**config.mk**
```make
export PLATFORM = sky130hd
export DESIGN_NAME = preadd_mult_stage_flat
export DESIGN_NICKNAME = d
export VERILOG_FILES = /design/src/rtl/preadd_mult_stage_if.sv /design/src/rtl/preadd_mult_stage.sv /design/src/flat_wrapper.sv
export SDC_FILE = /design/constraint.sdc
export NUM_CORES = 1
export LEC_CHECK = 0
export BUFFER_PORTS_ARGS = -buffer_cell sky130_fd_sc_hd__buf_2
export CORE_MARGIN = 10
export CORE_UTILIZATION = 45
export CTS_CLUSTER_SIZE = 8
export DETAILED_ROUTE_END_ITERATION = 7
export PLACE_DENSITY = 0.58
export SLEW_MARGIN = 25
export SYNTH_ARGS = -nofsm -noshare
export SYNTH_HDL_FRONTEND = slang
export SYNTH_SLANG_ARGS = --single-unit
```
**constraint.sdc**
```tcl
create_clock -name clk -period 7.4 [get_ports clk]
set_input_delay 0.37 -clock clk [delete_from_list [all_inputs] [get_ports clk]]
set_output_delay 0.37 -clock clk [all_outputs]
set_load 0.03 [all_outputs]
```
**src/rtl/preadd_mult_stage_if.sv**
```systemverilog
// Handshake/data bundle for the pre-adder/multiplier stage.
// master drives operands, opmode, valid and CEs; slave returns bcout/m_out/m_valid.
interface preadd_mult_stage_if #(
  parameter int WIDTH = 18
);
  logic               ce_a1;
  logic               ce_b1;
  logic               ce_m;
  logic               in_valid;
  logic               preadd_en;
  logic               preadd_sub;
  logic [WIDTH-1:0]   a_in;
  logic [WIDTH-1:0]   b_in;
  logic [WIDTH-1:0]   d_in;
  logic [WIDTH-1:0]   bcout;
  logic [2*WIDTH-1:0] m_out;
  logic               m_valid;

  modport master (
    output ce_a1, ce_b1, ce_m,
    output in_valid, preadd_en, preadd_sub,
    output a_in, b_in, d_in,
    input  bcout, m_out, m_valid
  );

  modport slave (
    input  ce_a1, ce_b1, ce_m,
    input  in_valid, preadd_en, preadd_sub,
    input  a_in, b_in, d_in,
    output bcout, m_out, m_valid
  );
endinterface

```
**src/rtl/preadd_mult_stage.sv**
```systemverilog
// DSP pre-adder (D+B / D-B / B), optional B1/A1 register, signed multiply, optional M register.
// Ports: clk, rst (sync, active-low), bus (slave: operands/CEs in, bcout/m_out/m_valid out).
module preadd_mult_stage #(
  parameter int WIDTH = 18,
  parameter bit B1REG = 1'b1,
  parameter bit MREG  = 1'b1
) (
  input  logic                 clk,
  input  logic                 rst,
  preadd_mult_stage_if.slave   bus
);

  logic [WIDTH-1:0]          pre;
  logic [WIDTH-1:0]          a1;
  logic [WIDTH-1:0]          b1;
  logic                      v1;
  logic signed [2*WIDTH-1:0] prod;
  logic [2*WIDTH-1:0]        m;
  logic                      v2;

  // Truncating add/sub: carry and borrow fall off the top.
  always_comb begin
    pre = bus.b_in;
    case ({bus.preadd_en, bus.preadd_sub})
      2'b10:   pre = bus.d_in + bus.b_in;
      2'b11:   pre = bus.d_in - bus.b_in;
      default: pre = bus.b_in;
    endcase
  end

  if (B1REG) begin : g_b1
    logic [WIDTH-1:0] a1_q, a1_d;
    logic [WIDTH-1:0] b1_q, b1_d;
    logic             v1_q, v1_d;

    // A split CE loads only half of the pair, so the slot is marked invalid.
    always_comb begin
      a1_d = a1_q;
      b1_d = b1_q;
      v1_d = v1_q;
      if (bus.ce_a1) a1_d = bus.a_in;
      if (bus.ce_b1) b1_d = pre;
      if (bus.ce_a1 | bus.ce_b1)
        v1_d = bus.in_valid & bus.ce_a1 & bus.ce_b1;
    end

    always_ff @(posedge clk) begin
      if (!rst) begin
        a1_q <= '0;
        b1_q <= '0;
        v1_q <= 1'b0;
      end else begin
        a1_q <= a1_d;
        b1_q <= b1_d;
        v1_q <= v1_d;
      end
    end

    assign a1 = a1_q;
    assign b1 = b1_q;
    assign v1 = v1_q;
  end else begin : g_b1_byp
    assign a1 = bus.a_in;
    assign b1 = pre;
    assign v1 = bus.in_valid;
  end

  // Both operands sign-extend to 2*WIDTH, so the product is exact.
  assign prod = $signed(a1) * $signed(b1);

  if (MREG) begin : g_m
    logic [2*WIDTH-1:0] m_q, m_d;
    logic               v2_q, v2_d;

    always_comb begin
      m_d  = m_q;
      v2_d = v2_q;
      if (bus.ce_m) begin
        m_d  = prod;
        v2_d = v1;
      end
    end

    always_ff @(posedge clk) begin
      if (!rst) begin
        m_q  <= '0;
        v2_q <= 1'b0;
      end else begin
        m_q  <= m_d;
        v2_q <= v2_d;
      end
    end

    assign m  = m_q;
    assign v2 = v2_q;
  end else begin : g_m_byp
    assign m  = prod;
    assign v2 = v1;
  end

  assign bus.bcout   = b1;
  assign bus.m_out   = m;
  assign bus.m_valid = v2;

endmodule
```
**src/flat_wrapper.sv**
```systemverilog
// flat-port wrapper written by rule: the top's interface ports become plain ports
module preadd_mult_stage_flat 
#(
  parameter int WIDTH = 18,
  parameter bit B1REG = 1'b1,
  parameter bit MREG  = 1'b1
)
  (clk, rst, bus_ce_a1, bus_ce_b1, bus_ce_m, bus_in_valid, bus_preadd_en, bus_preadd_sub, bus_a_in, bus_b_in, bus_d_in, bus_bcout, bus_m_out, bus_m_valid);
  preadd_mult_stage_if #(.WIDTH(WIDTH)) bus_i ();
  input  logic clk;
  input  logic rst;
  input wire logic [$bits(bus_i.ce_a1)-1:0] bus_ce_a1;
  input wire logic [$bits(bus_i.ce_b1)-1:0] bus_ce_b1;
  input wire logic [$bits(bus_i.ce_m)-1:0] bus_ce_m;
  input wire logic [$bits(bus_i.in_valid)-1:0] bus_in_valid;
  input wire logic [$bits(bus_i.preadd_en)-1:0] bus_preadd_en;
  input wire logic [$bits(bus_i.preadd_sub)-1:0] bus_preadd_sub;
  input wire logic [$bits(bus_i.a_in)-1:0] bus_a_in;
  input wire logic [$bits(bus_i.b_in)-1:0] bus_b_in;
  input wire logic [$bits(bus_i.d_in)-1:0] bus_d_in;
  output wire logic [$bits(bus_i.bcout)-1:0] bus_bcout;
  output wire logic [$bits(bus_i.m_out)-1:0] bus_m_out;
  output wire logic [$bits(bus_i.m_valid)-1:0] bus_m_valid;
  assign bus_i.ce_a1 = bus_ce_a1;
  assign bus_i.ce_b1 = bus_ce_b1;
  assign bus_i.ce_m = bus_ce_m;
  assign bus_i.in_valid = bus_in_valid;
  assign bus_i.preadd_en = bus_preadd_en;
  assign bus_i.preadd_sub = bus_preadd_sub;
  assign bus_i.a_in = bus_a_in;
  assign bus_i.b_in = bus_b_in;
  assign bus_i.d_in = bus_d_in;
  assign bus_bcout = bus_i.bcout;
  assign bus_m_out = bus_i.m_out;
  assign bus_m_valid = bus_i.m_valid;
  preadd_mult_stage #(.WIDTH(WIDTH), .B1REG(B1REG), .MREG(MREG)) u_core (.clk(clk), .rst(rst), .bus(bus_i));
endmodule
```
Yosys cells after proc, flatten, opt, wreduce, memory -nomap -nowiden
Cells that the tools add are included.
{"block": "totals", "mem_bits_rw": 0, "out_inout_bits": 55, "regBits": 74, "mem_count": 0, "latch_bits": 0, "word_cells": 14, "romBits": 0, "inputBits": 62}
{"block": "op_classes", "n_addsub": 2, "reduce_logical": 0, "n_shift": 0, "n_mux": 1, "n_div": 0, "n_lt_le_gt_ge": 0, "n_eq_ne": 2, "bitwise": 3, "mul": 1}
{"cell": "multiplier 18 x 18 -> 36 bit", "n": 1}
{"cell": "one-hot mux 18 bit (2 select lines)", "n": 1}
{"cell": "adder 18 bit", "n": 1}
{"cell": "subtractor 18 bit", "n": 1}
{"cell": "== test 2 bit, second input constant", "n": 2}
{"cell": "bitwise AND 1 bit", "n": 2}
{"cell": "OR 1 bit", "n": 1}

Logic depth before layout (Yosys ltp)
Gate-level depths: netlist (run 1).
{"block": "logic_depth", "ltp_word": 2, "ltp_mapped": 25, "ltp_nobuf": 23}

Least setup slack after synthesis (run 1)
Ideal clock, no wire load.
{"block": "synth_timing", "path_type": "reg-to-reg", "start": "register u_core.g_b1.b1_q[3], in the netlist u_core.bus.bcout[3]", "end": "register u_core.g_m.m_q[34], in the netlist u_core.bus.m_out[34]", "setup_ns": 0.122, "period_less_slack_ns": 6.477, "path_stages_with_launch": 24, "setup_slack_ns": 0.923, "arrival_time_ns": 6.355, "required_time_ns": 7.278, "path_buffers": 2, "path_cell_list": "dfxtp_1 clkbuf_1 clkbuf_1 nand2_1 fa_1 inv_1 fa_1 inv_1 fa_1 inv_1 fa_1 fa_1 inv_1 fa_1 inv_1 ha_1 nand4_1 nor3_1 nand3_1 o2111ai_1 nand2_1 o21ai_1 nor2_1 a311o_1"}
{"block": "synth_between", "elab_chain_len": 1}
{"element": "from (decl)", "line": "preadd_mult_stage.sv:33", "source": "logic [WIDTH-1:0] b1_q, b1_d;"}
{"element": "from (signal assigned)", "line": "preadd_mult_stage.sv:50", "source": "b1_q <= '0;"}
{"element": "from (signal assigned)", "line": "preadd_mult_stage.sv:54", "source": "b1_q <= b1_d;"}
{"element": "multiplier 18 x 18 -> 36 bit", "line": "preadd_mult_stage.sv:69", "source": "assign prod = $signed(a1) * $signed(b1);"}
{"element": "to (signal assigned)", "line": "preadd_mult_stage.sv:89", "source": "m_q <= m_d;"}
{"element": "to (decl)", "line": "preadd_mult_stage.sv:72", "source": "logic [2*WIDTH-1:0] m_q, m_d;"}
No other way between the ends.
A chain may end at the register's enable or synchronous reset.

Final worst setup path (run 1)
Ends and elaborated chain as after synthesis.

==> results.cfg, run 1 <==
[status]
status = finished clean

[placement]
place_congestion = 0.902
dp_hpwl_mm = 36.0
io_buffers = 116
pre_cts_ws_ps = 426

[cts]
clk_path_buf_depth = 2
clkTransAtPathRegs_ps = 60
ctsHoldBuffers = 0
cts_tree = done
clk_latency_ps = 350
numCtsBuffers = 9
cts.sink_count = 74
root_buffer = clkbuf_16
htreeDepth = 3
cts_resized = 0
cts_setup_buffers = 0

[synth]
synth_ff_type = dfxtp_1
async_flop_share = 0
ys_types = 67
yosys_warnings = 0
syn-cell-area_um2 = 16100
yosys-top-cells-area = fa_1 (41%), inv_1 (9.3%), dfxtp_1 (9.2%), ha_1 (8.6%), and2_1 (6.5%)
ys_ff_latch = 74
synth_largest_area_cell = fa_1
synthTopCellsByCount = inv_1 (399), fa_1 (330), and2_1 (168)
yosysTopAreaCellShare = 0.410
syn_nets = 2312
synthCells = 1809
synth-edff-count = 0
synth_most_common_cell = inv_1
seq_area_frac_synth = 0.0920
avgSynthCellArea_um2 = 8.90

[timing]
slew_headroom = 0.373
fin_crit_ps = 6940
finClkSkew_ps = 11.0
rsz0062_at_grt = false
setup_tns_ps = 0
hold_ws_ps = 262
fmax_mhz = 144
period_share = 0.937
setup_violations = 0
worst_slack_ps = 464
worst_pin_slew_ps = 939
maxSlewViolCount = 0
hold_violations = 0

[worst_setup_path]
crit_path_frequent_cell = fa_1
crit_fanout = 20
path_cells = nand2_1 > fa_1 > inv_1 > fa_1 > inv_1 > fa_1 > inv_1 > fa_1 > fa_1 > inv_1 > fa_1 > inv_1 > ha_1 > nand4_1 > nor3_1 > nand3_1 > o2111ai_1 > nand2_1 > o21ai_1 > nor4b_1 > a311o_1
crit_path_start_kind = register
cpPeakStageDelay_ps = 820
critPathRequiredTime_ps = 7690
startpoint = u_core.bus.bcout[3]
cp-end-kind = register
cp_num_buf_inv = 5
worst_path_max_delay_cell = fa_1
crit_type = register to register
r2r_start = u_core.bus.bcout[3]
crit_arrival_ps = 7230
crit_family = adder cells

[power_and_ir_drop]
power.density_nw_per_um2 = 179
ir_worst_vdd_uv = 247
leakage_nw = 8.94
power_w = 0.00312

[floorplan]
rows = 69
die_h_um = 209
core-area_um2 = 35400
initial_core_util = 0.455
die_width_um = 209
die-area_um2 = 43700
io-pin-count = 117

[detailed_routing]
dr.pass1.iters = 4
drt_iter0_markers = 542
vias = 12000
wl_per_cell_um = 18.3
vias_per_cell = 5.12
route.detailed.drc = 0
drt-total-wl_mm = 43.1
antenna_left = 0

[grt]
grt_antenna_before_repair = 1
grt_pass1_vias = 12900
grt_util_all_layers = 0.201
grt_max_degree = 59
grt-ovfl-total = 0
grt_pass1_wl_mm = 70.2

[run]
drv_cap = 0

[finish]
syn2layout_area_growth_pct = 8.58
fin_nets = 2388
drive_gt1_frac = 0.0947

[min_path]
hold_start = bus_a_in[16]
hold_path_class = input pin to register
-- worst reg2reg max path, delay by kind of cell, from the launching register on --
kind / cells / cell delay (ps)
simple gates: 6 / 1270
buf+inv: 5 / 450
flops: 1 / 790
fa+ha+maj: 7 / 3700
compound gates: 3 / 670
-- metrics by stage --
stage / util / instance area [um^2] / std cells
finish: 0.494 / 17500 / 2352
global route: 0.494 / 17500 / 2352
global placement: 0.485 / 17200 / 2335
detailed placement: 0.485 / 17200 / 2335
floorplan: - / 16100 / 1809
CTS: 0.494 / 17500 / 2351
-- kinds of logic (layout without fill, tap and decap cells) --
kind of cell,Yosys count,in the layout,share of synthesized area
and+or+nand+nor,513,513,0.158
buffers and inverters,484,565,0.114
adders and majority gates,441,441,0.497
AOI/OAI and AO/OA,188,188,0.0766
DFF,74,74,0.0920
xor gates and xnor gates,59,59,0.0321
muxes,50,50,0.0311
other,0,1,0
-- worst paths after layout --
check	end	slack, ps	cells past startpoint
max	u_core.bus.m_out[34]	460	21
min	u_core.a1[16]	260	3
max reg2reg	u_core.bus.m_out[34]	460	21
min reg2reg	u_core.g_b1.v1_q	460	2
-- placed cells by master, fill, tap and decap left out, types with 10 or more instances in the layout --
| cell | Yosys | final |
|---|---|---|
| o21ai_0 | 34 | 34 |
| dfxtp_1 | 74 | 74 |
| xor2_1 | 16 | 16 |
| nand3_1 | 16 | 16 |
| fa_1 | 330 | 330 |
| nand2_1 | 166 | 166 |
| a21o_1 | 13 | 13 |
| o21a_1 | 12 | 12 |
| nor2_1 | 99 | 99 |
| o211ai_1 | 10 | 10 |
| buf_4 | 1 | 33 |
| nor3_1 | 12 | 12 |
| and2_1 | 168 | 168 |
| a21oi_1 | 56 | 56 |
| a211oi_1 | 15 | 15 |
| buf_2 | 1 | 116 |
| mux2i_1 | 50 | 50 |
| nand2b_1 | 10 | 10 |
| ha_1 | 111 | 111 |
| inv_1 | 399 | 398 |
| xnor2_1 | 43 | 43 |
-- registers in the layout (all words and copies together), names as in the netlist --
| signal | cells |
|---|---|
| u_core.g_b1.v1_q | 1 |
| u_core.bus.bcout | 18 |
| u_core.bus.m_out | 36 |
| u_core.bus.m_valid | 1 |
| u_core.a1 | 18 |
-- area by class of cell --
type                    count  area [um^2]
fillers                  3466        17900
multi-input cells        1251        12800
inverters                 400         1500
flip-flops and latches     74         1480
repair buffers            149          828
well taps                 461          577
clock buffers               9          225
clock inverters             7         75.1
diodes                      1         2.50
-- where the power goes --
group / internal [W] / leakage, nW / switching [W]
Combinational: 0.000818 / 8.18 / 0.00127
Sequential: 0.000467 / 0.610 / 0.000112
Clock: 0.000265 / 0.151 / 0.000197
Total: 0.00155 / 8.94 / 0.00157
-- per-layer routing --
| metal | GRT usage | up-vias | routed length [um] |
|---|---|---|---|
| li1 | - | 5635 | - |
| met1 | 0.259 | 6168 | 18900 |
| met2 | 0.360 | 206 | 22200 |
| met3 | 0.0222 | 27 | 1500 |
| met4 | 0.0315 | 0 | 565 |
| met5 | 0 | - | 0 |
Note: power is estimated with default switching activity, not from simulation.
==> inputs of run 2 (changes only) <==
BUFFER_PORTS_ARGS = default   (was -buffer_cell sky130_fd_sc_hd__buf_2)
DONT_BUFFER_PORTS = 1   (was default)
PLACE_DENSITY = 0.56   (was 0.58)
==> run 2 against run 1 <==
Routed wire length up 3.0%. Cell area shrank 2.2%. Flip-flop and latch count unchanged. Cell count fell by 4.1%. Hold slack got worse by 140 ps. Combinational power is 8% lower. Non-clock buffer count down 95. Total power down 1.9%. Critical path type unchanged. Largest power group unchanged. Highest routed layer unchanged.
==> results.cfg, run 2 (same netlist as run 1, synthesis figures left out) <==
[timing]
fmax_mhz = 143
setup_violations = 0
setup_tns_ps = 0
worst_slack_ps = 410
fin_crit_ps = 6990
maxSlewViolCount = 0
hold_violations = 0
period_share = 0.945
rsz0062_at_grt = false
worst_pin_slew_ps = 821
slew_headroom = 0.452
finClkSkew_ps = 8.98

[grt]
grt_max_degree = 57
grt_antenna_before_repair = 0
grt_pass1_wl_mm = 71.4
grt-ovfl-total = 0
grt_pass1_vias = 12500
grt_util_all_layers = 0.206

[power_and_ir_drop]
p_sw_w = 0.00154
power_w = 0.00307
leakage_nw = 8.53
power.density_nw_per_um2 = 180
intPower_w = 0.00153
ir_worst_vdd_uv = 196
p_sw_frac = 0.502
pwr-share-clk = 0.149
p_seq_frac = 0.226
p_comb_frac = 0.625

[detailed_routing]
drt_iter0_markers = 619
route.detailed.drc = 0
antenna_left = 0
drt-total-wl_mm = 44.4
dr.pass1.iters = 5
wl_per_cell_um = 19.7
vias_per_cell = 5.22
vias = 11800

[worst_setup_path]
path_cells = nand2_1 > fa_1 > inv_1 > fa_1 > inv_1 > fa_1 > inv_1 > fa_1 > fa_1 > inv_1 > fa_1 > inv_1 > ha_1 > nand4_1 > nor3_1 > nand3_1 > o2111ai_1 > nand2_1 > o21ai_1 > nor4b_1 > a311o_1
ff2ff_path_depth = 21
worst_path_max_delay_cell = fa_1
crit_family = adder cells
crit_path_frequent_cell = fa_1
path_depth = 21
crit_fanout = 13
cp_num_buf_inv = 5
crit_type = register to register
cpPeakStageDelay_ps = 830
cp-end-kind = register
crit_path_start_kind = register
critPathRequiredTime_ps = 7690
crit_arrival_ps = 7280
startpoint = u_core.bus.bcout[3]
r2r_start = u_core.bus.bcout[3]

[finish]
fin_nets = 2293
final_area_um2 = 17100
largest_reg_flops = 36
final_common_cell = inv_1
antenna_cells = 0
drive_gt1_frac = 0.0474
layout_common_cells = inv_1 (398), fa_1 (330), and2_1 (168)
syn2layout_area_growth_pct = 6.14
fin_util = 0.483

[cts]
clkTransAtPathRegs_ps = 60
ctsHoldBuffers = 0
root_buffer = clkbuf_16
cts_tree = done
cts.sink_count = 74
clk_path_buf_depth = 2
htreeDepth = 3
numCtsBuffers = 9
clk_latency_ps = 350

[min_path]
hold_start = bus_ce_b1
whs_path_depth = 1
hold_path_class = input pin to register

[floorplan]
die_h_um = 209
core-area_um2 = 35400
die_width_um = 209
initial_core_util = 0.455
io-pin-count = 117
die-area_um2 = 43700
rows = 69

[placement]
io_buffers = 0
pre_cts_ws_ps = 466
dpl-instance-area_um2 = 16800
dp_hpwl_mm = 37.0
place_congestion = 0.898

[run]
drv_cap = 0

[status]
status = finished clean
## run 2: cell types whose count changed in the layout (fill, tap and decap cells not counted), sizes merged
| cell | change |
|---|---|
| clkinv | -3 |
| diode | -1 |
| clkinvlp | +2 |
| buf | -95 |
| inv | +1 |
## run 2: area by class of cell
| class | count | area, um^2 |
|---|---|---|
| Inverter | 400 | 1500 |
| Multi-Input combinational cell | 1251 | 12800 |
| Clock inverter | 7 | 82.6 |
| Sequential cell | 74 | 1480 |
| Timing Repair Buffer | 54 | 430 |
| Clock buffer | 9 | 225 |
| Tap cell | 461 | 577 |
| Fill cell | 3512 | 18300 |
## run 2: what timing repair did
action / 4_1_cts / 5_1_grt
buffers inserted: 0 / 0
resized for setup: 0 / 1
endpoints found under the setup margin: 0 / 1
## run 2: power groups by stage
stage / Clock [W] / Sequential [W] / Combinational [W]
2_1_floorplan: 0 / 0.000631 / 0.00143
3_3_place_gp: 0 / 0.000704 / 0.00191
3_5_place_dp: 0 / 0.000704 / 0.00192
4_1_cts: 0.000464 / 0.000695 / 0.00194
5_1_grt: 0.000486 / 0.000700 / 0.00216
6_report: 0.000458 / 0.000692 / 0.00192
## run 2: through the flow
stage               cells  hold WS (ps)
floorplan            1809           436
global placement     2240           444
detailed placement   2240           458
CTS                  2256           103
global route         2256           101
finish               2256           118
## run 2: per-layer routing
| layer | vias to the layer above | track usage | wire, um |
|---|---|---|---|
| li1 | 5440 | - | - |
| met1 | 6091 | 0.265 | 19100 |
| met2 | 217 | 0.370 | 23200 |
| met3 | 25 | 0.0209 | 1490 |
| met4 | 0 | 0.0355 | 581 |
| met5 | - | 0 | 0 |
## run 2: worst paths after layout
kind                          end  slack, ps
max          u_core.bus.m_out[34]        410
min           u_core.bus.bcout[5]        120
max reg2reg  u_core.bus.m_out[34]        410
min reg2reg      u_core.g_b1.v1_q        470
